**config.mk**
```make
export PLATFORM = sky130hd
export DESIGN_NAME = issue_allocator
export DESIGN_NICKNAME = d
export VERILOG_FILES = /design/src/rtl/issue_pkg.sv /design/src/rtl/rs_pick.sv /design/src/rtl/issue_allocator.sv
export SDC_FILE = /design/constraint.sdc
export NUM_CORES = 1
export LEC_CHECK = 0
export ABC_AREA = 1
export BUFFER_PORTS_ARGS = -buffer_cell sky130_fd_sc_hd__buf_2
export CAP_MARGIN = 20
export CORE_MARGIN = 3
export CORE_UTILIZATION = 30
export CTS_CLUSTER_SIZE = 28
export DETAILED_ROUTE_END_ITERATION = 10
export GPL_TIMING_DRIVEN = 0
export PLACE_DENSITY = 0.62
export SYNTH_ARGS = -nofsm -noshare
export SYNTH_HDL_FRONTEND = slang
export SYNTH_SLANG_ARGS = --single-unit
```
**constraint.sdc**
```tcl
create_clock -name clk -period 2.25 [get_ports clk]
set_input_delay 0.3375 -clock clk [delete_from_list [all_inputs] [get_ports clk]]
set_output_delay 0.3375 -clock clk [all_outputs]
set_load 0.01 [all_outputs]
```
**src/rtl/issue_pkg.sv**
```systemverilog
// Shared definitions for the issue stage: opcodes, RS class decode and the
// reservation-station index used when no station is allocated.
package issue_pkg;

    localparam logic [2:0] OP_ADD   = 3'd0;
    localparam logic [2:0] OP_SUB   = 3'd1;
    localparam logic [2:0] OP_MUL   = 3'd2;
    localparam logic [2:0] OP_DIV   = 3'd3;
    localparam logic [2:0] OP_LOAD  = 3'd4;
    localparam logic [2:0] OP_STORE = 3'd5;

    typedef enum logic [1:0] {
        CLS_NOP = 2'd0,
        CLS_LS  = 2'd1,
        CLS_ADD = 2'd2,
        CLS_MUL = 2'd3
    } op_class_t;

    function automatic int rs_garbage(input int n_ls, input int n_add, input int n_mul);
        return n_ls + n_add + n_mul + 1;
    endfunction

    // Opcodes 6 and 7 have no functional unit and issue as NOPs.
    function automatic op_class_t op_class(input logic [2:0] op);
        case (op)
            OP_ADD, OP_SUB:   return CLS_ADD;
            OP_MUL, OP_DIV:   return CLS_MUL;
            OP_LOAD, OP_STORE: return CLS_LS;
            default:          return CLS_NOP;
        endcase
    endfunction

endpackage

```
**src/rtl/rs_pick.sv**
```systemverilog
// Finds the first clear bit of a busy vector, searching circularly from a
// start index. A zero start gives plain lowest-index priority.
module rs_pick #(
    parameter int N = 3,
    localparam int IW = (N > 1) ? $clog2(N) : 1
) (
    input  logic [N-1:0]  busy,
    input  logic [IW-1:0] start,
    output logic [IW-1:0] grant,
    output logic          found
);

    always_comb begin
        grant = '0;
        found = 1'b0;
        for (int k = 0; k < N; k++) begin
            if (!found && !busy[(int'(start) + k) % N]) begin
                found = 1'b1;
                grant = IW'((int'(start) + k) % N);
            end
        end
    end

endmodule

```
**src/rtl/issue_allocator.sv**
```systemverilog
// Tomasulo issue stage: allocates a ROB slot and an RS index per instruction.
// Define ISSUE_ALLOC_RR_EN for rotating priority in the ADD and MUL pools.
module issue_allocator
    import issue_pkg::*;
#(
    parameter int ROB_DEPTH = 8,
    parameter int N_LS      = 6,
    parameter int N_ADD     = 3,
    parameter int N_MUL     = 2,
    parameter int RS_W      = 4
) (
    input  logic                         clk,
    input  logic                         rst_n,
    input  logic                         issue_valid,
    input  logic [2:0]                   op,
    output logic                         issue_ready,
    output logic                         struct_haz,
    input  logic [$clog2(N_LS)-1:0]      ls_entry,
    input  logic                         ls_full,
    input  logic [N_ADD-1:0]             busy_add,
    input  logic [N_MUL-1:0]             busy_mul,
    output logic [$clog2(ROB_DEPTH)-1:0] rob_idx,
    output logic [RS_W-1:0]              rs_idx,
    output logic [$clog2(ROB_DEPTH)-1:0] rob_head,
    output logic [$clog2(ROB_DEPTH):0]   rob_count,
    input  logic                         commit,
    input  logic                         flush,
    output logic                         err_underflow
);

    localparam int AW  = $clog2(ROB_DEPTH);
    localparam int CW  = AW + 1;
    localparam int AIW = (N_ADD > 1) ? $clog2(N_ADD) : 1;
    localparam int MIW = (N_MUL > 1) ? $clog2(N_MUL) : 1;
    localparam logic [RS_W-1:0] GARBAGE = RS_W'(rs_garbage(N_LS, N_ADD, N_MUL));

    logic [AW-1:0]  head;
    logic [AW-1:0]  tail;
    logic [CW-1:0]  count;
    logic           underflow_q;

    logic [AIW-1:0] add_start;
    logic [AIW-1:0] add_grant;
    logic           add_found;
    logic [MIW-1:0] mul_start;
    logic [MIW-1:0] mul_grant;
    logic           mul_found;

    op_class_t      cls;
    logic           class_free;
    logic [RS_W-1:0] pick_idx;
    logic           rob_full;
    logic           fire;
    logic           do_commit;

    rs_pick #(.N(N_ADD)) u_pick_add (
        .busy  (busy_add),
        .start (add_start),
        .grant (add_grant),
        .found (add_found)
    );

    rs_pick #(.N(N_MUL)) u_pick_mul (
        .busy  (busy_mul),
        .start (mul_start),
        .grant (mul_grant),
        .found (mul_found)
    );

    always_comb begin
        cls        = op_class(op);
        class_free = 1'b1;
        pick_idx   = GARBAGE;
        case (cls)
            CLS_LS: begin
                class_free = !ls_full;
                pick_idx   = RS_W'(ls_entry) + RS_W'(1);
            end
            CLS_ADD: begin
                class_free = add_found;
                pick_idx   = RS_W'(N_LS + 1) + RS_W'(add_grant);
            end
            CLS_MUL: begin
                class_free = mul_found;
                pick_idx   = RS_W'(N_LS + N_ADD + 1) + RS_W'(mul_grant);
            end
            default: begin
                class_free = 1'b1;
                pick_idx   = GARBAGE;
            end
        endcase
    end

    // Readiness uses registered occupancy only; a same-cycle commit never frees a slot early.
    assign rob_full    = (count == CW'(ROB_DEPTH));
    assign issue_ready = !rob_full && class_free;
    assign fire        = issue_valid && issue_ready;
    assign struct_haz  = issue_valid && !issue_ready;
    assign do_commit   = commit && (count != '0);

    assign rs_idx        = fire ? pick_idx : GARBAGE;
    assign rob_idx       = tail;
    assign rob_head      = head;
    assign rob_count     = count;
    assign err_underflow = underflow_q;

    // Flush squashes everything in flight, including the instruction offered that cycle.
    always_ff @(posedge clk) begin
        if (!rst_n) begin
            head        <= '0;
            tail        <= '0;
            count       <= '0;
            underflow_q <= 1'b0;
        end else if (flush) begin
            tail  <= head;
            count <= '0;
        end else begin
            if (fire) begin
                tail <= tail + AW'(1);
            end
            if (do_commit) begin
                head <= head + AW'(1);
            end
            if (commit && (count == '0)) begin
                underflow_q <= 1'b1;
            end
            count <= count + CW'(fire) - CW'(do_commit);
        end
    end

`ifdef ISSUE_ALLOC_RR_EN
    logic [AIW-1:0] add_ptr;
    logic [MIW-1:0] mul_ptr;

    // Next search in a pool begins just past the station it last granted.
    always_ff @(posedge clk) begin
        if (!rst_n) begin
            add_ptr <= '0;
            mul_ptr <= '0;
        end else if (fire && !flush) begin
            if (cls == CLS_ADD) begin
                add_ptr <= (add_grant == AIW'(N_ADD - 1)) ? '0 : add_grant + AIW'(1);
            end
            if (cls == CLS_MUL) begin
                mul_ptr <= (mul_grant == MIW'(N_MUL - 1)) ? '0 : mul_grant + MIW'(1);
            end
        end
    end

    assign add_start = add_ptr;
    assign mul_start = mul_ptr;
`else
    assign add_start = '0;
    assign mul_start = '0;
`endif

endmodule
```
==> results.sh, run 1 <==
export IMPL_critical_path_cell_chain="inv_2 -> ha_1 -> nor3b_1 -> nor2_2 -> nand3_4 -> buf_4 -> buf_6 -> inv_1 -> o2111ai_1 -> buf_2"
export IMPL_critPathSlowestCell="dfxtp_2"
export IMPL_multiInputGateArea_um2=541.8
export IMPL_min_delay_path_class="in2reg"
export IMPL_synth_cell_types=24
export IMPL_post_cts_hold_buffer_count=0
export IMPL_drt_iter0_markers=31
export IMPL_crit_path_start_kind="register"
export IMPL_setup_ws_ns=0.1232
export IMPL_power_density_mw_per_mm2=571.6
export IMPL_antenna_found_initial=0
export IMPL_path_delay_family="buffers and inverters"
export IMPL_hold_ws_ns=0.3573
export IMPL_tightestPinTransition_ns=0.2633
export IMPL_vias=877
export IMPL_grt_setup_unrepaired="false"
export IMPL_post_drt_wl_per_cell_um=10.10
export IMPL_worst_slew_margin_rel=0.8238
export IMPL_cp_peak_stage_delay_ns=0.33
export IMPL_final_core_utilization=0.4322
export IMPL_number_of_clock_sinks=11
export IMPL_detailedRoute_firstPassIterationCount=4
export IMPL_setup_ws_pre_cts_ns=-0.02508
export IMPL_netlist_instances=120
export IMPL_post_synth_top_area_fraction=0.2651
export IMPL_max_clock_path_buffers=2
export IMPL_num_fill_cells=275
export IMPL_number_of_cells_on_the_worst_hold_path=3
export IMPL_layout_overhead_on_the_synthesized_area_pct=32.38
export IMPL_crit_path_max_fanout=7
export IMPL_fin_skew_ns=0.003295
export IMPL_synth_sequential_area_ratio=0.2651
export IMPL_core_rowCount=18
export IMPL_yosys_area_top_type="dfxtp_1"
export IMPL_layout_cells_most_common="buf_2"
export IMPL_maxSlewViolCount=0
export IMPL_worstSetupPathType="reg2out"
export IMPL_placer_congestion=0.8883
export IMPL_final_cell_mix="buf_2, nand2_1, inv_1"
export IMPL_vias_per_cell=4.640
export IMPL_placeableCoreArea_mm2=0.002545
export IMPL_global_route_wire_length_before_repair_um=3042
export IMPL_tritoncts="yes"
export IMPL_die_area_mm2=0.003437
export IMPL_worstPathBufferInverterCount=5
export IMPL_ctsRootBufferMaster="clkbuf_4"
export IMPL_required_ns=1.91
export IMPL_n_antenna_cell=0
export IMPL_routed_wirelength_um=1909
export IMPL_grt_pass1_vias=776
export IMPL_final_cell_count_without_fillers=189
export IMPL_hold_viol_final=0
export IMPL_r2r_worst_path_cells=11
export IMPL_dp_hpwl_um=1560
export IMPL_die_width_um=58.63
export IMPL_globalRouteTotalUtil=0.1075
export IMPL_cts_made_buffers=3
export IMPL_arrival_ns=1.79
export IMPL_clock_insertion_delay_worst_skew_ns=0.26
export IMPL_period_share=0.9452
export IMPL_timing_critical_path_to_type="primary output"
export IMPL_clkTransAtPathRegs_ns=0.07
export IMPL_maximum_number_of_pins_on_one_net_before_global_route_repair=11
export IMPL_cts_htree_levels=1
export IMPL_yosys_register_bits=11
export IMPL_synthesis_area_um2=830.8
export IMPL_worst_ir_drop_vdd_mv=0.3210
export IMPL_detail_route_drc_violations=0
export IMPL_num_io_pins=34
export IMPL_total_leakage_power_nw=0.5793
export IMPL_antenna_left=0
export IMPL_dieHeight_um=58.63
export IMPL_synth_fp_nets=148
export IMPL_syn_area_per_cell_um2=6.923
export IMPL_result_of_the_run="completed"
export IMPL_area_post_placement_mm2=0.001028
export IMPL_finish_instance_area_mm2=0.001100
export IMPL_setup_violations_final=0
export IMPL_clock_fmax_ghz=0.4702
export IMPL_critical_path_cell_count=10
export IMPL_initial_utilization=0.3265
export IMPL_drv_cap=0
export IMPL_numPlacedInstances=182
export IMPL_num_nets_final=188
export IMPL_synth_warning_count=0
export IMPL_sequential_cell_area_um2=221.5
export IMPL_synth_area_leaders="dfxtp_1, ha_1, nand2_1"
export IMPL_overflow_after_grt=0
export IMPL_final_layout_size_suffix_gt1_frac=0.3145
export IMPL_finalCriticalPeriod_ns=2.127
export IMPL_io_buffer_count=32
==> layer usage <==
| metal | GRT usage | part of all wire |
|---|---|---|
| met5 | 0 | 0 |
| met3 | 0.01535 | 0.078 |
| met1 | 0.1362 | 0.44 |
| met4 | 0.02589 | 0 |
| met2 | 0.1914 | 0.48 |
==> registers in the layout, summed over array words and instances, names as in the netlist <==
signal         count
rob_count          4
rob_head           3
err_underflow      1
rob_idx            3
==> what timing repair did <==
item / CTS / global route
hold endpoints to repair: 0 / 0
endpoints found under the setup margin: 1 / 2
pin swaps: 2 / 3
resized for setup: 0 / 6
buffers inserted: 2 / 1
==> tightest hold or removal path: stages <==
cell and delay [ns]:
buf_2 0.12, o21ai_0 0.07, a21oi_1 0.04
==> synth_stat cells (all sizes together) <==
| cell type | instances |
|---|---|
| nand2 | 26 |
| inv | 22 |
| nor2 | 15 |
| dfxtp | 11 |
| ha | 10 |
| nand3 | 9 |
| a21oi | 8 |
| o21ai | 5 |
| nor3b | 3 |
| xor2 | 2 |
| a31oi | 1 |
| and3 | 1 |
| clkinv | 1 |
| fa | 1 |
| nand4 | 1 |
| nor3 | 1 |
| o2111ai | 1 |
| o221ai | 1 |
| or2 | 1 |
==> cells by family (layout without fill, tap and decap cells) <==
family          after synthesis  in the layout  share of synthesized area
compound gates               16             16                     0.1069
fa+ha+maj                    11             11                     0.1747
flops                        11             11                     0.2651
xor+xnor                      2              2                    0.02109
simple gates                 57             57                     0.3283
buf+inv                      23             62                     0.1039
==> metrics by stage <==
| stage | power [W] | TNS [ns] |
|---|---|---|
| after floorplan | 0.0003981 | 0 |
| after global placement | 0.0004730 | -0.008418 |
| after detailed placement | 0.0004804 | -0.02508 |
| after CTS | 0.0006217 | 0 |
| after global routing | 0.0006856 | 0 |
| final | 0.0006286 | 0 |
==> final timing paths <==
check                          startpoint                        to  slack (ns)
setup / recovery  rob_count[2]$_SDFF_PP0_                 rs_idx[3]        0.12
hold / removal                      rst_n  rob_head[0]$_SDFFE_PN0P_        0.36
setup reg to reg  rob_count[2]$_SDFF_PP0_   rob_count[1]$_SDFF_PP0_        0.16
hold reg to reg   rob_idx[1]$_SDFFE_PN0P_   rob_idx[1]$_SDFFE_PN0P_        0.50
==> layout make-up <==
class                           instances  share of cell area
Sequential cell                        11              0.2014
Multi-Input combinational cell         86              0.4926
Clock buffer                            4             0.02389
Inverter                               23             0.07850
Tap cell                               30             0.03413
Timing Repair Buffer                   35              0.1695
==> power breakdown <==
part / switching (W) / total (W) / internal (W)
Clock: 0.0000637 / 0.000132 / 0.0000684
Combinational: 0.000145 / 0.000262 / 0.000116
Sequential: 0.0000194 / 0.000235 / 0.000215
Total: 0.000228 / 0.000629 / 0.000400
No activity file was read; power rests on OpenSTA's default activity.
==> run 2, diff against run 1 <==
CORE_MARGIN = 2   (was 3)
CORE_UTILIZATION = 47   (was 30)
PLACE_DENSITY = 0.86   (was 0.62)
==> run 2 against run 1 <==
- fmax grew 0.70%
- flip-flop and latch count is the same
- cell count shrank 7.4%
- critical path depth grew 1
- total power shrank 0.81%
- cell area shrank 2.5%
- clock skew shrank 0.00071 ns
- largest cell class unchanged
- highest routed layer is now met4
==> results.sh, run 2 (synthesis results as in run 1) <==
export IMPL_result_of_the_run="completed"
export IMPL_reg2reg_setup_slack_ns=0.14
export IMPL_comb_power_share=0.411
export IMPL_initial_utilization=0.4919
export IMPL_number_of_cells_on_the_worst_hold_path=3
export IMPL_sink_of_the_worst_hold_path="rob_head[0]$_SDFFE_PN0P_"
export IMPL_max_clock_path_buffers=2
export IMPL_worst_ir_drop_vdd_mv=0.5075
export IMPL_n_antenna_cell=0
export IMPL_r2r_worst_path_cells=11
export IMPL_min_delay_path_class="in2reg"
export IMPL_clock_fmax_ghz=0.4735
export IMPL_hold_viol_final=0
export IMPL_seqPwrFrac=0.376
export IMPL_finalCriticalPeriod_ns=2.112
export IMPL_routed_wirelength_um=1821
export IMPL_global_route_wire_length_before_repair_um=2898
export IMPL_final_cell_mix="buf_2, nand2_1, inv_1"
export IMPL_worst_slew_margin_rel=0.7997
export IMPL_largest_register_ffs=4
export IMPL_crit_path_max_fanout=3
export IMPL_antenna_found_initial=0
export IMPL_cts_made_buffers=3
export IMPL_placeableCoreArea_mm2=0.001689
export IMPL_period_share=0.9386
export IMPL_timing_critical_path_to_type="register"
export IMPL_total_leakage_power_nw=0.5746
export IMPL_total_switching_power_w=0.0002289
export IMPL_clock_insertion_delay_worst_skew_ns=0.26
export IMPL_globalRouteTotalUtil=0.1879
export IMPL_num_io_pins=34
export IMPL_grt_pass1_vias=762
export IMPL_dieHeight_um=46.05
export IMPL_critPathSlowestCell="fa_2"
export IMPL_detail_route_drc_violations=0
export IMPL_overflow_after_grt=0
export IMPL_worstSetupPathType="reg2reg"
export IMPL_maxSlewViolCount=0
export IMPL_crit_path_start_kind="register"
export IMPL_fin_setup_tns_ns=0
export IMPL_cp_peak_stage_delay_ns=0.52
export IMPL_placer_congestion=0.8084
export IMPL_post_cts_hold_buffer_count=0
export IMPL_tritoncts="yes"
export IMPL_num_nets_final=187
export IMPL_clkTransAtPathRegs_ns=0.07
export IMPL_final_cell_count_without_fillers=175
export IMPL_antenna_left=0
export IMPL_drv_cap=0
export IMPL_cellInternalPower_w=0.0003947
export IMPL_detailedRoute_firstPassIterationCount=4
export IMPL_worstReg2RegEnd="rob_count[1]$_SDFF_PP0_"
export IMPL_dp_hpwl_um=1467
export IMPL_die_area_mm2=0.002120
export IMPL_post_layout_total_power_w=0.0006235
export IMPL_numPlacedInstances=169
export IMPL_arrival_ns=2.27
export IMPL_power_density_mw_per_mm2=581.5
export IMPL_core_rowCount=15
export IMPL_final_layout_size_suffix_gt1_frac=0.3101
export IMPL_setup_violations_final=0
export IMPL_post_drt_wl_per_cell_um=10.41
export IMPL_io_buffer_count=32
export IMPL_maximum_number_of_pins_on_one_net_before_global_route_repair=11
export IMPL_die_width_um=46.05
export IMPL_number_of_clock_sinks=11
export IMPL_fin_skew_ns=0.002585
export IMPL_min_from="rst_n"
export IMPL_tightestPinTransition_ns=0.2994
export IMPL_layout_overhead_on_the_synthesized_area_pct=29.07
export IMPL_drt_iter0_markers=9
export IMPL_vias=881
export IMPL_required_ns=2.40
export IMPL_vias_per_cell=5.034
export IMPL_worst_path_most_repeated_cell="inv_1"
export IMPL_cts_htree_levels=1
export IMPL_grt_setup_unrepaired="false"
export IMPL_reg_to_reg_start="rob_count[3]$_SDFF_PP0_"
export IMPL_p_sw_frac=0.3670
export IMPL_ctsRootBufferMaster="clkbuf_4"
export IMPL_critical_path_cell_chain="inv_1 -> ha_1 -> nand2_1 -> inv_1 -> nor2_1 -> ha_4 -> inv_1 -> ha_2 -> inv_1 -> fa_2 -> nor2_1"
export IMPL_layout_cells_most_common="buf_2"
export IMPL_pwr_share_clk=0.213
==> run 2: cell types whose count changed in the layout (fill, tap and decap cells not counted), sizes merged <==
cell / previous run / this run
buf: 35 / 34
==> run 2: worst max path at each step <==
| stage | slack (ns) | to | startpoint | depth (start not counted) |
|---|---|---|---|---|
| global route | 0.01 | rob_count[1]$_SDFF_PP0_ | rob_count[2]$_SDFF_PP0_ | 11 |
| CTS | 0.05 | rob_count[2]$_SDFF_PP0_ | rob_count[2]$_SDFF_PP0_ | 12 |
| global placement | 0.02 | rob_count[2]$_SDFF_PP0_ | rob_count[2]$_SDFF_PP0_ | 12 |
| detailed placement | 0.01 | rob_count[2]$_SDFF_PP0_ | rob_count[2]$_SDFF_PP0_ | 12 |
| floorplan | 0.06 | rob_count[2]$_SDFF_PP0_ | rob_count[2]$_SDFF_PP0_ | 12 |
| finish | 0.14 | rob_count[1]$_SDFF_PP0_ | rob_count[3]$_SDFF_PP0_ | 11 |
==> run 2: routing by layer <==
| layer | routed length [um] | vias up | global-route usage |
|---|---|---|---|
| met2 | 916 | 23 | 0.3500 |
| met5 | 0 | - | 0 |
| met1 | 806 | 393 | 0.2033 |
| met3 | 80 | 2 | 0.03968 |
| met4 | 18 | 0 | 0.06857 |
| li1 | - | 463 | - |
==> run 2: power groups by stage <==
stage / combinational (W) / sequential (W) / clock, W
2_1_floorplan: 0.000153 / 0.000245 / 0
3_3_place_gp: 0.000230 / 0.000237 / 0
6_report: 0.000256 / 0.000235 / 0.000133
3_5_place_dp: 0.000241 / 0.000238 / 0
4_1_cts: 0.000247 / 0.000233 / 0.000136
5_1_grt: 0.000297 / 0.000238 / 0.000145
==> run 2: per-stage QoR <==
step                      area, um2  hold slack (ns)  setup slack, ns    util
after global placement         1012           0.4658          0.01779  0.5993
after CTS                      1046           0.3507          0.04867  0.6193
after global routing           1072           0.3667          0.01035  0.6348
final                          1072           0.3577           0.1381  0.6348
after floorplan               830.8           0.4732          0.06133       -
after detailed placement       1012           0.4790          0.01026  0.5993
==> run 2: layout make-up <==
class / instances / area, um2
multi-input cells: 86 / 541.8
inverters: 23 / 86.33
fillers: 166 / 616.8
repair buffers: 34 / 175.2
well taps: 17 / 21.27
clock buffers: 4 / 26.28
flip-flops and latches: 11 / 221.5
==> run 2: timing repair <==
item,4_1_cts,5_1_grt
resized for setup,0,5
buffers inserted,1,1
setup endpoints to repair,1,3
pin swaps,2,2
hold endpoints to repair,0,0
==> run 2: worst max-delay path: cells and delay by family, from the launching register on <==
| kind | cells | cell delay [ns] |
|---|---|---|
| fa+ha+maj | 4 | 1.09 |
| flops | 1 | 0.35 |
| buf+inv | 4 | 0.21 |
| simple gates | 3 | 0.35 |
